$ cat config.mk
export PLATFORM = sky130hd
export DESIGN_NAME = shift_add_multiplier
export DESIGN_NICKNAME = d
export VERILOG_FILES = /design/src/rtl/shift_add_multiplier_pkg.sv /design/src/rtl/shift_add_multiplier_ripple_adder.sv /design/src/rtl/shift_add_multiplier.sv
export SDC_FILE = /design/constraint.sdc
export NUM_CORES = 1
export LEC_CHECK = 0
export ABC_AREA = 1
export CAP_MARGIN = 20
export CORE_MARGIN = 2
export CORE_UTILIZATION = 25
export CTS_CLUSTER_DIAMETER = 200
export CTS_CLUSTER_SIZE = 12
export DETAILED_ROUTE_END_ITERATION = 8
export HOLD_SLACK_MARGIN = 0.12
export PLACE_DENSITY = 0.56
export SLEW_MARGIN = 5
export SYNTH_ARGS = -nofsm -noshare
export SYNTH_HDL_FRONTEND = slang
export SYNTH_HIERARCHICAL = 1
export SYNTH_SLANG_ARGS = --single-unit
$ cat constraint.sdc
create_clock -name clk -period 4.47 [get_ports clk]
set_input_delay 1.341 -clock clk [delete_from_list [all_inputs] [get_ports clk]]
set_output_delay 1.341 -clock clk [all_outputs]
set_load 0.03 [all_outputs]
$ cat src/rtl/shift_add_multiplier_pkg.sv
`default_nettype none
// ============================================================================
// Module : shift_add_multiplier_pkg
// Brief  : Shared FSM state type, default width and counter sizing helper.
// Rev    : 1.0
// ============================================================================
package shift_add_multiplier_pkg;

  localparam int DEFAULT_WIDTH = 8;

  typedef enum logic [1:0] {
    IDLE    = 2'd0,
    COMPUTE = 2'd1,
    DONE    = 2'd2
  } state_t;

  // Counter must hold 0..WIDTH inclusive.
  function automatic int count_width(input int width);
    return $clog2(width + 1);
  endfunction

endpackage
`default_nettype wire

$ cat src/rtl/shift_add_multiplier_ripple_adder.sv
`default_nettype none
// ============================================================================
// Module : full_adder / ripple_adder
// Brief  : One-bit full adder cell and a WIDTH-bit ripple chain built from it.
// Rev    : 1.0
// ============================================================================
module full_adder (
  input  logic i_a,
  input  logic i_b,
  input  logic i_cin,
  output logic o_sum,
  output logic o_cout
);

  assign o_sum  = i_a ^ i_b ^ i_cin;
  assign o_cout = (i_a & i_b) | (i_cin & (i_a ^ i_b));

endmodule

module ripple_adder #(
  parameter int WIDTH = 8
) (
  input  logic [WIDTH-1:0] i_a,
  input  logic [WIDTH-1:0] i_b,
  input  logic             i_cin,
  output logic [WIDTH-1:0] o_sum,
  output logic             o_cout
);

  logic [WIDTH:0] w_carry;

  assign w_carry[0] = i_cin;

  for (genvar gi = 0; gi < WIDTH; gi++) begin : g_bit
    full_adder u_fa (
      .i_a    (i_a[gi]),
      .i_b    (i_b[gi]),
      .i_cin  (w_carry[gi]),
      .o_sum  (o_sum[gi]),
      .o_cout (w_carry[gi+1])
    );
  end

  assign o_cout = w_carry[WIDTH];

endmodule
`default_nettype wire

$ cat src/rtl/shift_add_multiplier.sv
`default_nettype none
// ============================================================================
// Module : shift_add_multiplier
// Brief  : Sequential shift-and-add multiplier, signed/unsigned, WIDTH cycles.
// Rev    : 1.0
// ============================================================================
module shift_add_multiplier
  import shift_add_multiplier_pkg::*;
#(
  parameter int WIDTH = DEFAULT_WIDTH
) (
  input  logic               clk,
  input  logic               rst_n,
  input  logic               in_valid,
  output logic               in_ready,
  input  logic [WIDTH-1:0]   a,
  input  logic [WIDTH-1:0]   b,
  input  logic               is_signed,
  output logic               out_valid,
  input  logic               out_ready,
  output logic [2*WIDTH-1:0] product
);

  localparam int CW = count_width(WIDTH);

  state_t               r_state;
  state_t               w_state_next;
  logic [WIDTH-1:0]     r_mcand;
  logic [WIDTH-1:0]     r_mplier;
  logic [WIDTH-1:0]     r_acc;
  logic                 r_sign;
  logic [CW-1:0]        r_count;
  logic [2*WIDTH-1:0]   r_product;

  logic                 w_accept;
  logic                 w_last;
  logic [WIDTH-1:0]     w_a_mag;
  logic [WIDTH-1:0]     w_b_mag;
  logic [WIDTH-1:0]     w_addend;
  logic [WIDTH-1:0]     w_sum;
  logic                 w_cout;
  logic [2*WIDTH-1:0]   w_full;
  logic [2*WIDTH-1:0]   w_final;

  assign w_accept = in_valid && (r_state == IDLE);
  assign w_last   = (r_state == COMPUTE) && (r_count == CW'(WIDTH - 1));

  // Magnitudes fit WIDTH unsigned bits, including the most-negative value.
  assign w_a_mag  = (is_signed && a[WIDTH-1]) ? -a : a;
  assign w_b_mag  = (is_signed && b[WIDTH-1]) ? -b : b;

  assign w_addend = r_mplier[0] ? r_mcand : '0;

  ripple_adder #(
    .WIDTH (WIDTH)
  ) u_adder (
    .i_a    (r_acc),
    .i_b    (w_addend),
    .i_cin  (1'b0),
    .o_sum  (w_sum),
    .o_cout (w_cout)
  );

  // Post-shift accumulator/multiplier pair as it stands after the final step.
  assign w_full  = {w_cout, w_sum, r_mplier[WIDTH-1:1]};
  assign w_final = r_sign ? -w_full : w_full;

  always_ff @(posedge clk or negedge rst_n) begin
    if (!rst_n) begin
      r_state <= IDLE;
    end else begin
      r_state <= w_state_next;
    end
  end

  always_comb begin
    w_state_next = r_state;
    case (r_state)
      IDLE:    if (w_accept)  w_state_next = COMPUTE;
      COMPUTE: if (w_last)    w_state_next = DONE;
      DONE:    if (out_ready) w_state_next = IDLE;
      default:                w_state_next = IDLE;
    endcase
  end

  always_comb begin
    in_ready  = (r_state == IDLE);
    out_valid = (r_state == DONE);
    product   = r_product;
  end

  always_ff @(posedge clk or negedge rst_n) begin
    if (!rst_n) begin
      r_mcand   <= '0;
      r_mplier  <= '0;
      r_acc     <= '0;
      r_sign    <= 1'b0;
      r_count   <= '0;
      r_product <= '0;
    end else begin
      case (r_state)
        IDLE: begin
          if (w_accept) begin
            r_mcand  <= w_a_mag;
            r_mplier <= w_b_mag;
            r_acc    <= '0;
            r_sign   <= is_signed & (a[WIDTH-1] ^ b[WIDTH-1]);
            r_count  <= '0;
          end
        end
        COMPUTE: begin
          r_acc    <= {w_cout, w_sum[WIDTH-1:1]};
          r_mplier <= {w_sum[0], r_mplier[WIDTH-1:1]};
          r_count  <= r_count + CW'(1);
          if (w_last) begin
            r_product <= w_final;
          end
        end
        default: ;
      endcase
    end
  end

endmodule
`default_nettype wire

; Word-level counts from Yosys, hierarchy flattened
; Index checks and enable logic that the tools add are counted.
[op_classes]
mul = 0
bitwise = 39
reduce_logical = 10
n_shift = 0
eq_ne = 6
div = 0
addsub = 4
muxes = 14
order_cmp = 0
[ops]
columns = op, count
row1 = 8-bit 2-to-1 mux, 5
row2 = 8-bit case mux with 2 select lines, 2
row3 = 1-bit AND, 16
row4 = 16-bit 2-to-1 mux, 1
row5 = 16-bit negation, 1
row6 = 8-bit negation, 2
row7 = 1-bit XOR, 16
row8 = 4-bit case mux with 2 select lines, 1
row9 = 1-bit bitwise OR, 7
row10 = 2-bit 2-to-1 mux, 3
row11 = 2-bit case mux with 3 select lines, 1
row12 = 2-bit AND reduction, 3
row13 = "4-bit by 1-bit adder with 4-bit output, second input constant", 1
row14 = "4-bit by 3-bit equality test with 1-bit output, second input constant", 1
row15 = 1-bit logical AND, 4
row16 = 4-bit 2-to-1 mux, 1
row17 = "2-bit by 1-bit inequality test with 1-bit output, second input constant", 2
row18 = 3-bit AND reduction, 1
row19 = "2-bit by 1-bit equality test with 1-bit output, second input constant", 1
row20 = "2-bit equality test, second input constant", 1
row21 = 2-bit logical NOT, 1
row22 = "2-bit inequality test, second input constant", 1
row23 = 2-bit nonzero test, 1
[word_totals]
latch_bits = 0
in_bits = 21
mem_count = 0
romBits = 0
word_cells = 80
out_inout_bits = 18
register_bits = 47
ramBits = 0

; Logic depth before layout (Yosys ltp)
[logic_depth]
depth_word = 18
mapped_depth = 18
depth_no_buf = 17

; Hierarchy
; The synthesis kept the hierarchy.
[modules_own_cells]
columns = module, area_each_um2, instances, cells_each, seq_area_each_um2
row1 = shift_add_multiplier, 2626.3, 1, 344, 1176.1
row2 = full_adder, 20.0, 8, 1, 0.0

; Worst setup path after synthesis
; No wires, ideal clock.
[synth_timing]
kind = reg2reg
startpoint = reg r_mplier[0]
endpoint = reg r_product[15], in the netlist product[15]
path_buffers = 1
t_required_ns = 4.353
setup_ns = 0.117
path_stages_with_launch = 18
arrival_time_ns = 4.291
period_less_slack_ns = 4.408
path_slack_ns = 0.062
path_cell_list = dfrtp_1 -> clkbuf_1 -> nand2_1 -> inv_1 -> fa_1 -> fa_1 -> fa_1 -> fa_1 -> fa_1 -> fa_1 -> fa_1 -> fa_1 -> nor2_1 -> nand2_1 -> o21ai_0 -> nand3_1 -> nand3_1 -> nand2_1
[synth_via]
word_cells_on_any_way = 40
classes_between = add/sub (1) / mux (2) / bitwise (37)
[synth_lines]
columns = item, line
row1 = "start, declared", shift_add_multiplier.sv:29  ; logic [WIDTH-1:0] r_mplier;
row2 = "start signal, assigned", shift_add_multiplier.sv:105  ; r_mplier <= w_b_mag;
row3 = "start signal, assigned", shift_add_multiplier.sv:113  ; r_mplier <= {w_sum[0], r_mplier[WIDTH-1:1]};
row4 = 8-bit 2-to-1 mux, shift_add_multiplier.sv:52  ; assign w_addend = r_mplier[0] ? r_mcand : '0;
row5 = named net w_addend[0], shift_add_multiplier.sv:39  ; logic [WIDTH-1:0] w_addend;
row6 = 1-bit AND, shift_add_multiplier_ripple_adder.sv:16  ; assign o_cout = (i_a & i_b) | (i_cin & (i_a ^ i_b));
row7 = named net u_adder.w_carry[1], shift_add_multiplier_ripple_adder.sv:30  ; logic [WIDTH:0] w_carry;
row8 = 1-bit AND, shift_add_multiplier_ripple_adder.sv:16
row9 = 1-bit bitwise OR, shift_add_multiplier_ripple_adder.sv:16
row10 = named net u_adder.w_carry[2], shift_add_multiplier_ripple_adder.sv:30
row11 = 1-bit AND, shift_add_multiplier_ripple_adder.sv:16
row12 = [... 1 more ...], --
row13 = named net u_adder.w_carry[3], shift_add_multiplier_ripple_adder.sv:30
row14 = [... 2 more ...], --
row15 = named net u_adder.w_carry[4], shift_add_multiplier_ripple_adder.sv:30
row16 = [... 2 more ...], --
row17 = named net u_adder.w_carry[5], shift_add_multiplier_ripple_adder.sv:30
row18 = [... 2 more ...], --
row19 = named net u_adder.w_carry[6], shift_add_multiplier_ripple_adder.sv:30
row20 = 1-bit AND, shift_add_multiplier_ripple_adder.sv:16
row21 = 1-bit bitwise OR, shift_add_multiplier_ripple_adder.sv:16
row22 = named net u_adder.w_carry[7], shift_add_multiplier_ripple_adder.sv:30
row23 = 1-bit XOR, shift_add_multiplier_ripple_adder.sv:15  ; assign o_sum = i_a ^ i_b ^ i_cin;
row24 = named net w_sum[7], shift_add_multiplier.sv:40  ; logic [WIDTH-1:0] w_sum;
row25 = 16-bit negation, shift_add_multiplier.sv:66  ; assign w_final = r_sign ? -w_full : w_full;
row26 = 16-bit 2-to-1 mux, shift_add_multiplier.sv:66
row27 = "end signal, assigned", shift_add_multiplier.sv:116  ; r_product <= w_final;
row28 = "end, declared", shift_add_multiplier.sv:33  ; logic [2*WIDTH-1:0] r_product;
; The timed path passes the listed nets, and every way through them passes these cells.
; A chain may end at the register's enable or synchronous reset.

; Worst setup path after layout
[layout_timing]
startpoint = reg r_mcand[0]
endpoint = reg r_product[15], in the netlist product[15]
[layout_via]
word_cells_on_any_way = 26
classes_between = add/sub (1) / mux (2) / bitwise (23)
[layout_lines]
columns = item, line
row1 = "start, declared", shift_add_multiplier.sv:28  ; logic [WIDTH-1:0] r_mcand;
row2 = "start signal, assigned", shift_add_multiplier.sv:104  ; r_mcand <= w_a_mag;
row3 = 8-bit 2-to-1 mux, shift_add_multiplier.sv:52
row4 = named net w_addend[0], shift_add_multiplier.sv:39
row5 = 1-bit AND, shift_add_multiplier_ripple_adder.sv:16
row6 = named net u_adder.w_carry[1], shift_add_multiplier_ripple_adder.sv:30
row7 = 1-bit AND, shift_add_multiplier_ripple_adder.sv:16
row8 = 1-bit bitwise OR, shift_add_multiplier_ripple_adder.sv:16
row9 = named net u_adder.w_carry[2], shift_add_multiplier_ripple_adder.sv:30
row10 = 1-bit AND, shift_add_multiplier_ripple_adder.sv:16
row11 = [... 1 more ...], --
row12 = named net u_adder.w_carry[3], shift_add_multiplier_ripple_adder.sv:30
row13 = [... 2 more ...], --
row14 = named net u_adder.w_carry[4], shift_add_multiplier_ripple_adder.sv:30
row15 = [... 2 more ...], --
row16 = named net u_adder.w_carry[5], shift_add_multiplier_ripple_adder.sv:30
row17 = [... 2 more ...], --
row18 = named net u_adder.w_carry[6], shift_add_multiplier_ripple_adder.sv:30
row19 = 1-bit AND, shift_add_multiplier_ripple_adder.sv:16
row20 = 1-bit bitwise OR, shift_add_multiplier_ripple_adder.sv:16
row21 = named net u_adder.w_carry[7], shift_add_multiplier_ripple_adder.sv:30
row22 = 1-bit XOR, shift_add_multiplier_ripple_adder.sv:15
row23 = named net w_sum[7], shift_add_multiplier.sv:40
row24 = 16-bit negation, shift_add_multiplier.sv:66
row25 = 16-bit 2-to-1 mux, shift_add_multiplier.sv:66
; The timed path passes the listed nets, and every way through them passes these cells.

==> results <==
- The flow ran to the end, and the final reports show no timing, DRC or antenna violations.
- The via count of the routed design is 2350.
- The first routing iteration left 142 violations.
- The most area-hungry cell type in the Yosys netlist is dfrtp_1.
- For this run, the detailed router's first-pass iteration total came to 5.
- Traced cell by cell, the critical path runs through nand2_1, inv_1, fa_1, fa_1, fa_2, fa_1, fa_1, fa_2, fa_2, fa_1, nor2_1, nand2_1, o21ai_2, nand3_1, nand3_1, nand2_1.
- For this run, design rule violations remaining after detail routing come to 0.
- For this design the ratio of total power to cell area is 743 mW/mm^2.
- The critical path data arrival time is 4500 ps.
- The number of different library cells in the post-synthesis netlist is 31.
- The repair_antennas step left the layout with diodes totalling 0.
- The number of fill cells is 1158.
- Sequential elements use 42.2% of the synthesized area.
- Measured along the x axis, the die boundary spans 110 um.
- Headroom to the max-slew limit came out at about three fifths.
- The clock tree from TritonCTS is done.
- The clock reaches the later pin of the worst-skew pair after 300 ps.
- The count of endpoints failing hold in the final timing report is 0.
- The slack of the critical path is 172 ps.
- By area the synthesized netlist is led by dfrtp_1, nand2_1, fa_1.
- At the worst endpoint, the required time is 4680 ps.
- The via count of the first global-routing pass is 2250.
- The core region area is 0.0108 mm^2.
- The wire length reported by the detailed router is 6.33 mm.
- The kind of cell with the highest combined delay along the critical path is adder cells.
- The H-tree level count is 2.
- The worst-case clock buffer depth is 2.
- The sort of element at the end of the critical path is a flop.
- The area taken by flip-flops and latches is 0.00118 mm^2.
- The largest net degree at the start of global routing is 48.
- Yosys mapped a number of flops with a built-in enable equal to 0.
- The number of maximum-capacitance violations is 0.
- The final layout contains 424 nets.
- The final cell utilization of the core is a little under a third.
- The startpoint class of the critical path is a flop.
- The synthesis warning total is 6.
- In this design, the stage delay of the slowest critical-path cell is 510 ps.
- The peak supply drop is between 0.2 and 0.25 mV.
- Synthesis handed over a netlist of 352 instances.
- Setup violations remaining at the end of the flow were counted as 0.
- The number of nets with antenna violations after detailed routing is 0.
- The combined area of the multi-input logic cells is ~0.0014 mm^2.
- Before CTS, the worst setup slack after placement is 4.53 ps.
- Global routing used around 11% of the available tracks.
- The initial cell density of the core is 25.7%.
- The number of I/O port buffers is 38.
- The number of slew-limit violations in the final report is 0.
- The part of the cycle the worst path needs is 96.2%.
- The post-synthesis sequential element count is 47.
- The highest clock rate is around 0.23 GHz.
- Summed over all nets, the half-perimeter wirelength after detailed placement is 4.70 mm.
- The critical path's slowest cell is fa_1.
- The initial antenna violation count is 0.
- In this run the worst hold path is classified as reg -> reg.
- The height of the die is around 110 um.
- The fraction of post-synthesis cell area in the top cell type by area is between 40% and 50%.
- The final setup skew is 5.70 ps.
- The top flip-flop cell by instance count after synthesis is dfrtp_1.
- The routed wire length per instance is around 12 um.
- The floorplan step defined a die boundary enclosing 0.0120 mm^2.
- Together, buffers and inverters on the worst path number 1.
- The first global-routing pass estimated about 11 mm of wire.
- The cell repeated most along the worst path is fa_1.
- Of all nets on the critical path, the largest fanout is 3.
- For the pin with the worst max-slew slack, the measured transition is 580 ps.
- When the netlist entered floorplanning its net count stood at approximately 390.
- The clock tree root buffer cell is clkbuf_8.
- The commonest cells after synthesis are nand2_1, dfrtp_1, inv_1.
- The most common cell in the synthesized netlist is nand2_1.
- The clock slew at the register clock pins of the worst setup and hold paths is roughly 90 ps.
- The placer congestion estimate is 0.841.
- The total CTS buffers is 5.
- The kind of critical path is reg -> reg.
- The via density per instance is approximately 4.4.
- After synthesis, the share of flip-flops with an asynchronous set or reset is 100%.
- The mapped netlist covers 0.00279 mm^2.
- The total number of clock tree sinks is 47.
- The floorplan has 38 rows.
- Dividing the synthesized area by the synthesized cell count gives 7.92 um^2.
- The proportion of layout cells with a drive suffix above 1 is 6.63%.
- The signed area change from the synthesized netlist to the final layout is 22.2%.
- The total congestion overflow after global routing is 0.
- During I/O placement, the number of pins put on the boundary was 39.
- The final critical path time including I/O delays and setup is roughly 4300 ps.
- For this design the static power due to leakage is 1.62 nW.
## cell families after synthesis
kind of cell / after synthesis / share of synthesized area (%)
AO/OA/AOI/OAI: 53 / 10.6
XOR/XNOR: 11 / 3.46
adder cells (fa/ha/maj): 12 / 7.54
buffers and inverters: 47 / 8.13
flip-flops: 47 / 42.2
other: 1 / 0.135
AND/OR/NAND/NOR: 181 / 27.9
## what timing repair did
action / in CTS / in global routing
hold buffers: 0 / 0
endpoints found under the setup margin: 1 / 1
buffers inserted: 0 / 2
resized for setup: 1 / 4
pin swaps: 0 / 1
## layout by cell type, fill, tap and decap left out, types with 2 or more instances in the layout
master / count
inv_1: 34
o21ai_0: 23
a22oi_1: 5
clkdlybuf4s50_1: 37
a21oi_1: 7
nor2_1: 25
nand3_1: 29
xor2_1: 10
nand2_1: 112
buf_4: 3
ha_1: 4
nand4_1: 7
clkbuf_8: 5
o221ai_1: 2
fa_1: 5
dfrtp_1: 47
nand2_4: 3
fa_2: 3
nor2_4: 2
clkinvlp_4: 2
o21ai_1: 12
## worst min-delay path, delay by kind of cell, from the launching register on
| family | cells | cell delay (ps) |
|---|---|---|
| simple gates | 2 | 100 |
| flops | 1 | 350 |
## state kept, by name, summed over array words and instances (netlist names)
name / cells
product: 16
r_acc: 8
r_mcand: 8
r_mplier: 8
r_count: 4
r_state: 2
r_sign: 1
## layout make-up
class | instances | share of cell area [%]
repair buffers | 42 | 12.3
flip-flops and latches | 47 | 34.5
clock buffers | 5 | 2.02
clock inverters | 3 | 0.588
inverters | 37 | 4.45
well taps | 140 | 5.15
multi-input cells | 258 | 41.0
## final timing paths
kind / startpoint / endpoint / slack [ps] / depth (start not counted)
max in group asynchronous: rst_n / r_acc[5]$_DFFE_PN0P_ / 2990 / 2
worst min register to register: product[10]$_DFFE_PN0P_ / product[10]$_DFFE_PN0P_ / 480 / 2
worst min-delay path: product[10]$_DFFE_PN0P_ / product[10]$_DFFE_PN0P_ / 480 / 2
worst max register to register: r_mcand[0]$_DFFE_PN0P_ / product[15]$_DFFE_PN0P_ / 170 / 16
worst max-delay path: r_mcand[0]$_DFFE_PN0P_ / product[15]$_DFFE_PN0P_ / 170 / 16
min in group asynchronous: rst_n / r_count[1]$_DFFE_PN0P_ / 980 / 1
## per-layer routing
metal / track usage (%) / vias up / share of wire (%)
met5: 0 / - / 0
met4: 3.89 / 0 / 1.6
met3: 1.72 / 9 / 4.8
met2: 17.3 / 66 / 43
met1: 16.0 / 1060 / 51
li1: - / 1215 / -
## power by group
group | internal [mW] | switching, mW | total, mW
sequential | 0.629 | 0.180 | 0.809
combinational | 0.578 | 0.882 | 1.46
clock | 0.109 | 0.150 | 0.259
## through the flow
| step | instances | TNS (ps) | cell area, um^2 | hold slack (ps) | power (mW) |
|---|---|---|---|---|---|
| after global placement | 521 | 0 | 3270 | 466 | 2.21 |
| after CTS | 529 | 0 | 3360 | 493 | 2.51 |
| after global routing | 532 | -20.8 | 3400 | 512 | 2.78 |
| after detailed placement | 521 | 0 | 3270 | 467 | 2.23 |
| final | 532 | 0 | 3400 | 484 | 2.53 |
| after floorplan | 352 | 0 | 2790 | 449 | 1.84 |
No activity file was read; power rests on OpenSTA's default activity.
